==> src/rtl/icache_refill_unit.sv <==
// Refill engine for the instruction cache. It takes one miss at a time, reads the whole line from
// the memory bus beat by beat, and then writes the line into the data array in a single cycle.
module icache_refill_unit #(
  parameter int ICACHE_DATA_WIDTH  = 256,
  parameter int ICACHE_INTEX_WIDTH = 6,
  parameter int MEM_DATA_WIDTH     = 64,
  parameter int ADDR_WIDTH         = 32
) (
  input  logic                          clk_i,
  input  logic                          rst_i,
  input  logic                          miss_valid_i,
  output logic                          miss_ready_o,
  input  logic [ADDR_WIDTH-1:0]         miss_addr_i,
  output logic                          mem_req_valid_o,
  input  logic                          mem_req_ready_i,
  output logic [ADDR_WIDTH-1:0]         mem_req_addr_o,
  input  logic                          mem_rsp_valid_i,
  input  logic [MEM_DATA_WIDTH-1:0]     mem_rsp_data_i,
  input  logic                          mem_rsp_err_i,
  output logic [ICACHE_INTEX_WIDTH-1:0] icache_index_o,
  output logic [ICACHE_DATA_WIDTH-1:0]  icache_wdata_o,
  output logic                          icache_wen_o,
  output logic                          refill_done_o,
  output logic                          refill_err_o
);

  localparam int BEATS = ICACHE_DATA_WIDTH / MEM_DATA_WIDTH;
  localparam int OFS   = $clog2(ICACHE_DATA_WIDTH / 8);
  localparam int CNT_W = (BEATS > 1) ? $clog2(BEATS) : 1;
  localparam logic [CNT_W-1:0]      LAST_BEAT = CNT_W'(BEATS - 1);
  localparam logic [ADDR_WIDTH-1:0] OFS_MASK  = ADDR_WIDTH'((64'd1 << OFS) - 64'd1);

  typedef enum logic [1:0] {IDLE, REQ, FILL, WRITE} state_t;

  state_t                    state_reg, state_next;
  logic [CNT_W-1:0]          beat_cnt_reg, beat_cnt_next;
  logic                      err_reg, err_next;
  logic [ADDR_WIDTH-1:0]     addr_reg, addr_next;
  logic [MEM_DATA_WIDTH-1:0] slot_reg [BEATS];
  logic                      beat_fire;

  assign beat_fire = (state_reg == FILL) && mem_rsp_valid_i;

  always_ff @(posedge clk_i) begin
    if (!rst_i) begin
      state_reg    <= IDLE;
      beat_cnt_reg <= '0;
      err_reg      <= 1'b0;
      addr_reg     <= '0;
    end else begin
      state_reg    <= state_next;
      beat_cnt_reg <= beat_cnt_next;
      err_reg      <= err_next;
      addr_reg     <= addr_next;
    end
  end

  always_comb begin
    state_next    = state_reg;
    beat_cnt_next = beat_cnt_reg;
    err_next      = err_reg;
    addr_next     = addr_reg;
    case (state_reg)
      IDLE: begin
        if (miss_valid_i) begin
          addr_next     = miss_addr_i & ~OFS_MASK;
          err_next      = 1'b0;
          beat_cnt_next = '0;
          state_next    = REQ;
        end
      end
      REQ: begin
        if (mem_req_ready_i) state_next = FILL;
      end
      FILL: begin
        if (mem_rsp_valid_i) begin
          err_next = err_reg | mem_rsp_err_i;
          // Counter parks on the last slot rather than wrapping.
          if (beat_cnt_reg == LAST_BEAT) state_next = WRITE;
          else beat_cnt_next = beat_cnt_reg + CNT_W'(1);
        end
      end
      WRITE: state_next = IDLE;
      default: state_next = IDLE;
    endcase
  end

  // Each line slot is captured only on the beat whose sequence number matches its position.
  genvar gi;
  generate
    for (gi = 0; gi < BEATS; gi++) begin : g_slot
      always_ff @(posedge clk_i) begin
        if (!rst_i) slot_reg[gi] <= '0;
        else if (beat_fire && (beat_cnt_reg == CNT_W'(gi))) slot_reg[gi] <= mem_rsp_data_i;
      end
      assign icache_wdata_o[gi*MEM_DATA_WIDTH +: MEM_DATA_WIDTH] = slot_reg[gi];
    end
  endgenerate

  assign miss_ready_o    = (state_reg == IDLE);
  assign mem_req_valid_o = (state_reg == REQ);
  assign mem_req_addr_o  = addr_reg;
  assign icache_index_o  = addr_reg[OFS +: ICACHE_INTEX_WIDTH];
  assign icache_wen_o    = (state_reg == WRITE) && !err_reg;
  assign refill_done_o   = (state_reg == WRITE) && !err_reg;
  assign refill_err_o    = (state_reg == WRITE) && err_reg;

endmodule
==> config.mk <==
export PLATFORM = sky130hd
export DESIGN_NAME = icache_refill_unit
export DESIGN_NICKNAME = d
export VERILOG_FILES = /design/src/rtl/icache_refill_unit.sv
export SDC_FILE = /design/constraint.sdc
export NUM_CORES = 1
export LEC_CHECK = 0
export ABC_AREA = 1
export BUFFER_PORTS_ARGS = -buffer_cell sky130_fd_sc_hd__clkbuf_2
export CELL_PAD_IN_SITES_DETAIL_PLACEMENT = 1
export CELL_PAD_IN_SITES_GLOBAL_PLACEMENT = 1
export CORE_ASPECT_RATIO = 1.5
export CORE_MARGIN = 8
export CORE_UTILIZATION = 38
export CTS_BUF_LIST = sky130_fd_sc_hd__clkbuf_16
export DETAILED_ROUTE_END_ITERATION = 8
export PLACE_DENSITY_LB_ADDON = 0.1
export SLEW_MARGIN = 20
export SYNTH_ARGS = -nofsm -noshare
export SYNTH_HDL_FRONTEND = slang
export SYNTH_SLANG_ARGS = --single-unit
==> constraint.sdc <==
create_clock -name clk_i -period 8.6 [get_ports clk_i]
set_input_delay 1.72 -clock clk_i [delete_from_list [all_inputs] [get_ports clk_i]]
set_output_delay 1.72 -clock clk_i [all_outputs]
set_load 0.01 [all_outputs]
==> flow_summary.json, run 1 <==
{
  "status": "finished clean",
  "static-leakage-power_nw": 6.38,
  "slew_viol_final": 0,
  "power_mw": 3.43,
  "antenna_found_initial": 1,
  "synthesis.area_sq_um": 10700,
  "critPathKind": "in2reg",
  "combPwrFrac_pct": 15.4,
  "synth_warnings": 0,
  "core-area_sq_um": 27800,
  "r2r_start": "state_reg[0]",
  "worst-path-max-fanout": 40,
  "area_delta_synth_final_pct": 28.0,
  "drive_above_1_share_pct": 36.6,
  "htreeDepth": 1,
  "largest_reg_flops": 256,
  "r2r.worst_path.cells": 7,
  "core.rowCount": 75,
  "clockRootBuffer": "clkbuf_16",
  "critPathLaunchType": "input pin",
  "post_cts_resized": 0,
  "gp_congestion": 0.775,
  "clock_sinks": 288,
  "cts_made_buffers": 28,
  "skew_ps": 16.0,
  "cts_buffer_depth": 3,
  "dp.cells": 1512,
  "clk_pin_slew_ps": 60,
  "crit_start": "rst_i",
  "placed_area_sq_um": 12800,
  "p_per_area_nw_per_um2": 251,
  "vias_per_cell": 4.66,
  "fin_ws_ps": 4860,
  "tightest_slew_ps": 1080,
  "cp-end-kind": "flop",
  "pre_cts_ws_ps": 4210,
  "hold_path_depth": 2,
  "post_cts_buffers": 0,
  "rsz0062_at_grt": "no",
  "io_pins": 401,
  "vdd_drop_max_mv": 0.158,
  "first_global_vias": 7900,
  "fin_area_sq_um": 13600,
  "synth_seq_cells": 288,
  "hpwlAfterDp_mm": 22.7,
  "tritoncts": "built",
  "clkLatencyLatePin_ps": 540,
  "hp-class": "reg2reg",
  "grtUsageTotal_pct": 19.4,
  "hp-start": "mem_req_addr_o[11]",
  "drc_errors": 0,
  "p_seq_share_pct": 49.9,
  "fin_util_pct": 49.1,
  "ctsHoldBuffers": 0,
  "final_common_cell": "clkbuf_2",
  "required_ps": 8990,
  "portBuffers": 390,
  "fin_tns_setup_ps": 0,
  "max-cap-violations": 0,
  "num_vias": 7287,
  "ff2ff_setup_slack_ps": 6050,
  "synth_cell_type_count": 20,
  "dieWidth_um": 153,
  "final.min_clock_period_ps": 3740,
  "finalCritPeriodShare_pct": 43.4,
  "fmax_mhz": 268,
  "worstHoldEndpoint": "mem_req_addr_o[11]",
  "instances_no_fill": 1564,
  "n_fill_cell": 3037,
  "switching_share_pct": 27.3,
  "r2r-end": "slot_reg[1][56]",
  "setup_viol": 0,
  "mostFrequentLayoutCells": "390 x clkbuf_2, 320 x nor2_1, 256 x edfxtp_1, 86 x inv_1, 32 x dfxtp_1",
  "timing.slew.headroom_pct": 27.9,
  "switching_power_uw": 934,
  "nNetsFinal": 1307,
  "avgSynthCellArea_sq_um": 13.1,
  "first_pass_iters": 4,
  "clock_power_share_pct": 34.8,
  "floorplan.initialDensity_pct": 38.4,
  "power.internal_mw": 2.49,
  "dieArea_sq_um": 33800,
  "grt_max_degree": 65,
  "grt_first_pass_wirelength_mm": 50.0,
  "arrival_ps": 4120,
  "ant_nets": 0,
  "dieHeight_um": 221,
  "dr.first_iter.drc_count": 294,
  "hold_slack_ps": 489,
  "yosysSeqAreaShare_pct": 78.2,
  "synth_cells": 811,
  "routedWlPerCell_um": 21.5,
  "gr-total-overflow": 0,
  "hold_viol_final": 0,
  "drt_wl_total_mm": 33.7
}
final cells by class:
class / count / area (sq um) / share of cell area, %
flip-flops and latches: 288 / 8330 / 61.1
diodes: 1 / 2.50 / 0.0183
clock inverters: 22 / 149 / 1.09
multi-input cells: 401 / 1700 / 12.5
well taps: 346 / 433 / 3.17
inverters: 82 / 308 / 2.26
repair buffers: 395 / 1990 / 14.6
clock buffers: 29 / 726 / 5.32
critical path, cell delays in order:
cell and delay [ps]:
clkbuf_2 690, nand3_2 900, buf_4 590, nor2_1 190
power by group through the flow:
stage	Combinational (mW)	Clock [mW]	Sequential [mW]
2_1_floorplan	0.243	0	1.80
3_3_place_gp	0.534	0	1.73
3_5_place_dp	0.540	0	1.74
4_1_cts	0.543	1.22	1.71
5_1_grt	0.587	1.26	1.72
6_report	0.526	1.19	1.71
cell usage after synthesis, drive strengths merged:
cell	count	area, sq um
nand3	10	77.6
ha	9	113
edfxtp	256	7690
dfxtp	32	641
o21ai	29	145
a21oi	2	10.0
inv	81	304
conb	1	3.75
a21o	1	7.51
buf	40	348
nor2	320	1200
clkinv	1	3.75
nand2	25	96.4
clkbuf	4	15.0
cells by family (layout without fill, tap and decap cells):
family	Yosys count	in the layout	share of synthesized area, %
and+or+nand+nor	355	355	12.9
DFF	288	288	78.2
adders and majority gates	9	9	1.06
AOI/OAI and AO/OA	32	32	1.53
buffers and inverters	126	528	6.30
other	1	6	0.0352
layer usage:
layer / GRT usage [%] / vias up / wire length (um)
li1: - / 3405 / -
met1: 20.7 / 3553 / 12600
met2: 35.6 / 288 / 17800
met3: 5.77 / 41 / 2460
met4: 6.41 / 0 / 875
met5: 0 / - / 0
worst max-delay path by stage:
stage,end,cells after the start
after global placement,slot_reg[1][60],4
after floorplan,slot_reg[3][0],2
after detailed placement,slot_reg[1][56],4
after CTS,slot_reg[1][56],4
final,slot_reg[1][56],4
after global routing,slot_reg[1][56],4
Power figures use the tool's default switching activity.
==> inputs of run 2 (changes only) <==
--- a/config.mk
+++ b/config.mk
@@ -11,7 +11,7 @@
 export CELL_PAD_IN_SITES_GLOBAL_PLACEMENT = 1
 export CORE_ASPECT_RATIO = 1.5
 export CORE_MARGIN = 8
-export CORE_UTILIZATION = 38
+export CORE_UTILIZATION = 34
 export CTS_BUF_LIST = sky130_fd_sc_hd__clkbuf_16
 export DETAILED_ROUTE_END_ITERATION = 8
 export PLACE_DENSITY_LB_ADDON = 0.1
==> constraint.sdc (replaced) <==
create_clock -name clk_i -period 3.3 [get_ports clk_i]
set_input_delay 0.66 -clock clk_i [delete_from_list [all_inputs] [get_ports clk_i]]
set_output_delay 0.66 -clock clk_i [all_outputs]
set_load 0.01 [all_outputs]
==> run 2 against run 1 <==
  * Sequential cell count stayed put
  * Sequential power rose to 2.6 times the previous value
  * Worst setup slack worse by 3700 ps
  * Sequential share of layout area shrank 1.6 points
  * Global-route usage decreased by 1.6 points
  * Core utilization decreased by 3.8 points
  * Via count about the same
  * Non-clock buffer count grew 15
  * Worst hold slack worse by 120 ps
  * Count of clock-buffer cells in the layout is the same
  * Critical path type is now reg2out
  * Largest power group unchanged
==> flow_summary.json, run 2 (synthesis results as in run 1) <==
{
  "status": "finished clean",
  "area_delta_synth_final_pct": 31.5,
  "floorplan.initialDensity_pct": 34.4,
  "skew_ps": 10.4,
  "first_global_vias": 7873,
  "setup_viol": 0,
  "gr-total-overflow": 0,
  "hp-start": "miss_addr_i[9]",
  "slew_viol_final": 0,
  "post_cts_resized": 0,
  "cts_buffer_depth": 3,
  "r2r_start": "state_reg[0]",
  "required_ps": 2640,
  "dieWidth_um": 161,
  "max-cap-violations": 0,
  "io_pins": 401,
  "crit_slowest_cell": "dfxtp_1",
  "largest_reg_flops": 256,
  "pre_cts_ws_ps": 958,
  "drc_errors": 0,
  "grtUsageTotal_pct": 17.8,
  "n_fill_cell": 3465,
  "fmax_mhz": 461,
  "clock_sinks": 288,
  "drt_wl_total_mm": 34.1,
  "rsz0062_at_grt": "no",
  "tightest_slew_ps": 645,
  "fin_ws_ps": 1130,
  "hpwlAfterDp_mm": 24.7,
  "drive_above_1_share_pct": 37.8,
  "fin_util_pct": 45.3,
  "ff2ff_setup_slack_ps": 1200,
  "routedWlPerCell_um": 20.8,
  "crit_start": "state_reg[1]",
  "cp-end-kind": "output port",
  "final.min_clock_period_ps": 2170,
  "vias_per_cell": 4.44,
  "ctsHoldBuffers": 0,
  "critPathKind": "reg2out",
  "static-leakage-power_nw": 6.50,
  "dieArea_sq_um": 37400,
  "worstPathCellList": "ha_1 -> inv_1 -> nor2_1 -> clkbuf_2",
  "first_pass_iters": 4,
  "core.rowCount": 79,
  "num_vias": 7286,
  "timing.slew.headroom_pct": 57.0,
  "critPathLaunchType": "flop",
  "clockRootBuffer": "clkbuf_16",
  "nNetsFinal": 1322,
  "ant_nets": 0,
  "core-area_sq_um": 30900,
  "gp_congestion": 0.745,
  "finalCritPeriodShare_pct": 65.8,
  "cts_made_buffers": 28,
  "tritoncts": "built",
  "p_per_area_nw_per_um2": 659,
  "worst-path-max-fanout": 5,
  "slowest_delay_ps": 410,
  "final_common_cell": "clkbuf_2",
  "clkLatencyLatePin_ps": 540,
  "clk_pin_slew_ps": 70,
  "grt_max_degree": 39,
  "fin_tns_setup_ps": 0,
  "post_cts_buffers": 0,
  "mostFrequentLayoutCells": "390 x clkbuf_2, 320 x nor2_1, 256 x edfxtp_1, 83 x inv_1, 32 x dfxtp_1",
  "hold_viol_final": 0,
  "vdd_drop_max_mv": 0.418,
  "portBuffers": 390,
  "hp-class": "in2reg",
  "arrival_ps": 1510,
  "antenna_found_initial": 5,
  "power_mw": 9.23,
  "dieHeight_um": 233,
  "dr.first_iter.drc_count": 287,
  "grt_first_pass_wirelength_mm": 50.3,
  "htreeDepth": 1
}
-- run 2: changes by cell type in the layout (fill, tap and decap cells not counted), sizes merged --
cell,before,now
buf,5,20
bufinv,2,5
clkinv,10,12
clkinvlp,1,3
diode,1,3
inv,91,85
-- run 2: through the flow --
| step | cell area, sq um | cells | hold slack (ps) |
|---|---|---|---|
| 2_1_floorplan | 10700 | 815 | 498 |
| 3_3_place_gp | 13000 | 1586 | 462 |
| 3_5_place_dp | 13000 | 1586 | 475 |
| 4_1_cts | 14000 | 1638 | 336 |
| 5_1_grt | 14000 | 1640 | 358 |
| 6_report | 14000 | 1641 | 365 |
-- run 2: path summary, 6_finish.rpt --
kind	to	depth (start not counted)
worst max-delay path	icache_wen_o	4
worst min register to register	mem_req_addr_o[22]	2
worst max register to register	slot_reg[2][58]	7
worst min-delay path	mem_req_addr_o[9]	3
-- run 2: metal layers --
metal	global-route usage, %	vias up	part of all wire [%]
li1	-	3439	-
met1	19.0	3524	37
met2	32.5	272	53
met3	5.57	47	8.0
met4	6.15	4	2.4
met5	0	-	0.079
-- run 2: final cells by class --
type | instances | area, sq um | area share, %
Timing Repair Buffer | 410 | 2160 | 15.5
Clock buffer | 29 | 726 | 5.18
Inverter | 82 | 308 | 2.20
Multi-Input combinational cell | 401 | 1730 | 12.3
Sequential cell | 288 | 8330 | 59.4
Clock inverter | 23 | 244 | 1.74
Tap cell | 405 | 507 | 3.62
Antenna cell | 3 | 7.51 | 0.0536
-- run 2: worst max-delay path, delay by kind of cell, from the launching register on --
| kind | cells | cell delay [ps] |
|---|---|---|
| buffers and inverters | 2 | 210 |
| flip-flops | 1 | 410 |
| AND/OR/NAND/NOR | 1 | 150 |
| adder cells (fa/ha/maj) | 1 | 210 |
-- run 2: where the power goes --
group          internal, mW  switching (mW)  total, mW
combinational         0.465           0.945       1.41
clock                  1.99            1.38       3.37
sequential             4.31           0.139       4.45
==> inputs of run 3 (changes only) <==
==> constraint.sdc (replaced) <==
create_clock -name clk_i -period 1.76 [get_ports clk_i]
set_input_delay 0.352 -clock clk_i [delete_from_list [all_inputs] [get_ports clk_i]]
set_output_delay 0.352 -clock clk_i [all_outputs]
set_load 0.01 [all_outputs]
==> run 3 against run 2 <==
  * Combinational power up 110%
  * Sequential share of layout area down 0.98 points
  * Clock skew rose by 3.8 ps
  * Clock power is 86% higher
  * Count of clock-buffer cells in the layout unchanged
  * Non-clock buffer count increased by 7
  * Sequential cell count stayed put
  * Global-route usage is 0.27 points lower
  * Worst hold slack lost 300 ps
  * First-iteration DRC count is 2.1% lower
  * Core utilization rose by 0.82 points
  * Sequential power is 88% higher
  * Critical endpoint is now mem_req_valid_o
  * Largest cell class unchanged
==> flow_summary.json, run 3 (synthesis results as in run 1) <==
{
  "io_pins": 401,
  "slew_viol_final": 0,
  "antenna_found_initial": 1,
  "fin_util_pct": 46.1,
  "cp-end-kind": "output port",
  "portBuffers": 390,
  "worst-path-max-fanout": 3,
  "ant_nets": 0,
  "setup_viol": 0,
  "fmax_mhz": 586,
  "n_fill_cell": 3448,
  "required_ps": 1410,
  "instances_no_fill": 1647,
  "floorplan.initialDensity_pct": 34.4,
  "vdd_drop_max_mv": 0.782,
  "dp.cells": 1588,
  "hp-class": "in2reg",
  "fin_area_sq_um": 14300,
  "ff2ff_setup_slack_ps": 100,
  "cts_made_buffers": 28,
  "critical_path.top_delay_family": "flip-flops",
  "switching_power_mw": 4.65,
  "num_vias": 7329,
  "p_seq_share_pct": 47.7,
  "clkLatencyLatePin_ps": 540,
  "pre_cts_ws_ps": 116,
  "skew_ps": 14.1,
  "routedWlPerCell_um": 20.5,
  "finalCritPeriodShare_pct": 96.9,
  "ctsHoldBuffers": 0,
  "grt_first_pass_wirelength_mm": 50.0,
  "drc_errors": 0,
  "gr-total-overflow": 0,
  "dieHeight_um": 233,
  "fin_tns_setup_ps": 0,
  "clock_sinks": 288,
  "hpwlAfterDp_mm": 24.3,
  "tritoncts": "built",
  "static-leakage-power_nw": 6.62,
  "arrival_ps": 1350,
  "largest_reg_flops": 256,
  "drt_wl_total_mm": 33.7,
  "slowest_delay_ps": 360,
  "cts_buffer_depth": 3,
  "critPathKind": "reg2out",
  "final_common_cell": "clkbuf_2",
  "fin_ws_ps": 54.5,
  "p_per_area_nw_per_um2": 1230,
  "first_pass_iters": 4,
  "placed_area_sq_um": 13200,
  "crit_slowest_cell": "dfxtp_4",
  "mostFrequentLayoutCells": "387 x clkbuf_2, 319 x nor2_1, 256 x edfxtp_1, 80 x inv_1, 29 x clkbuf_16",
  "power_mw": 17.5,
  "dr.first_iter.drc_count": 281,
  "clockRootBuffer": "clkbuf_16",
  "switching_share_pct": 26.5,
  "nNetsFinal": 1329,
  "grtUsageTotal_pct": 17.5,
  "critPathLaunchType": "flop",
  "vias_per_cell": 4.45,
  "max-cap-violations": 0,
  "core.rowCount": 79,
  "clock_power_share_pct": 35.8,
  "status": "finished clean",
  "first_global_vias": 7907,
  "grt_max_degree": 42,
  "drive_above_1_share_pct": 39.1,
  "dieArea_sq_um": 37400,
  "dieWidth_um": 161,
  "worstPathCellList": "buf_4 -> ha_2 -> buf_2",
  "core-area_sq_um": 30900,
  "clk_pin_slew_ps": 70,
  "hold_slack_ps": 63.2,
  "combPwrFrac_pct": 16.5,
  "rsz0062_at_grt": "yes",
  "final.min_clock_period_ps": 1710,
  "gp_congestion": 0.730,
  "htreeDepth": 1,
  "hold_viol_final": 0,
  "cp_num_buf_inv": 2,
  "power.internal_mw": 12.9,
  "area_delta_synth_final_pct": 33.9
}
[run 3: path summary, 6_finish.rpt]
kind | from | to | cells after the start
max | state_reg[0] | mem_req_valid_o | 3
min reg2reg | mem_req_addr_o[23] | mem_req_addr_o[23] | 2
max reg2reg | state_reg[1] | slot_reg[2][18] | 7
min | miss_addr_i[21] | mem_req_addr_o[21] | 3
[run 3: cell type report]
class	instances	area (sq um)	share of cell area, %
sequential	288	8340	58.5
timing repair buffer	417	2380	16.7
multi-input combinational	401	1760	12.3
clock buffer	29	726	5.09
tap	405	507	3.55
inverter	82	310	2.18
clock inverter	23	241	1.69
antenna	2	5.00	0.0351
[run 3: worst min-delay path: stages]
cell and delay (ps):
clkbuf_2 70, o21ai_0 70, nor2_1 70
[run 3: power groups by stage]
stage                     sequential, mW  combinational, mW  clock (mW)
after floorplan                     8.76               1.22           0
after global placement              8.48               2.80           0
after detailed placement            8.51               2.84           0
after CTS                           8.37               2.94        6.46
after global routing                8.43               3.24        6.67
final                               8.36               2.90        6.27
[run 3: layer usage]
layer  share of wire, %  GRT usage [%]  vias up
met5                  0              0        -
met2                 52           32.0      285
li1                   -              -     3460
met4                3.0           6.36        0
met1                 36           18.3     3536
met3                8.7           6.05       48
[run 3: what timing repair did]
action / 4_1_cts / 5_1_grt
resized for setup: 7 / 7
cloned: 0 / 0
pin swaps: 2 / 2
buffers inserted: 2 / 3
endpoints found under the setup margin: 4 / 47
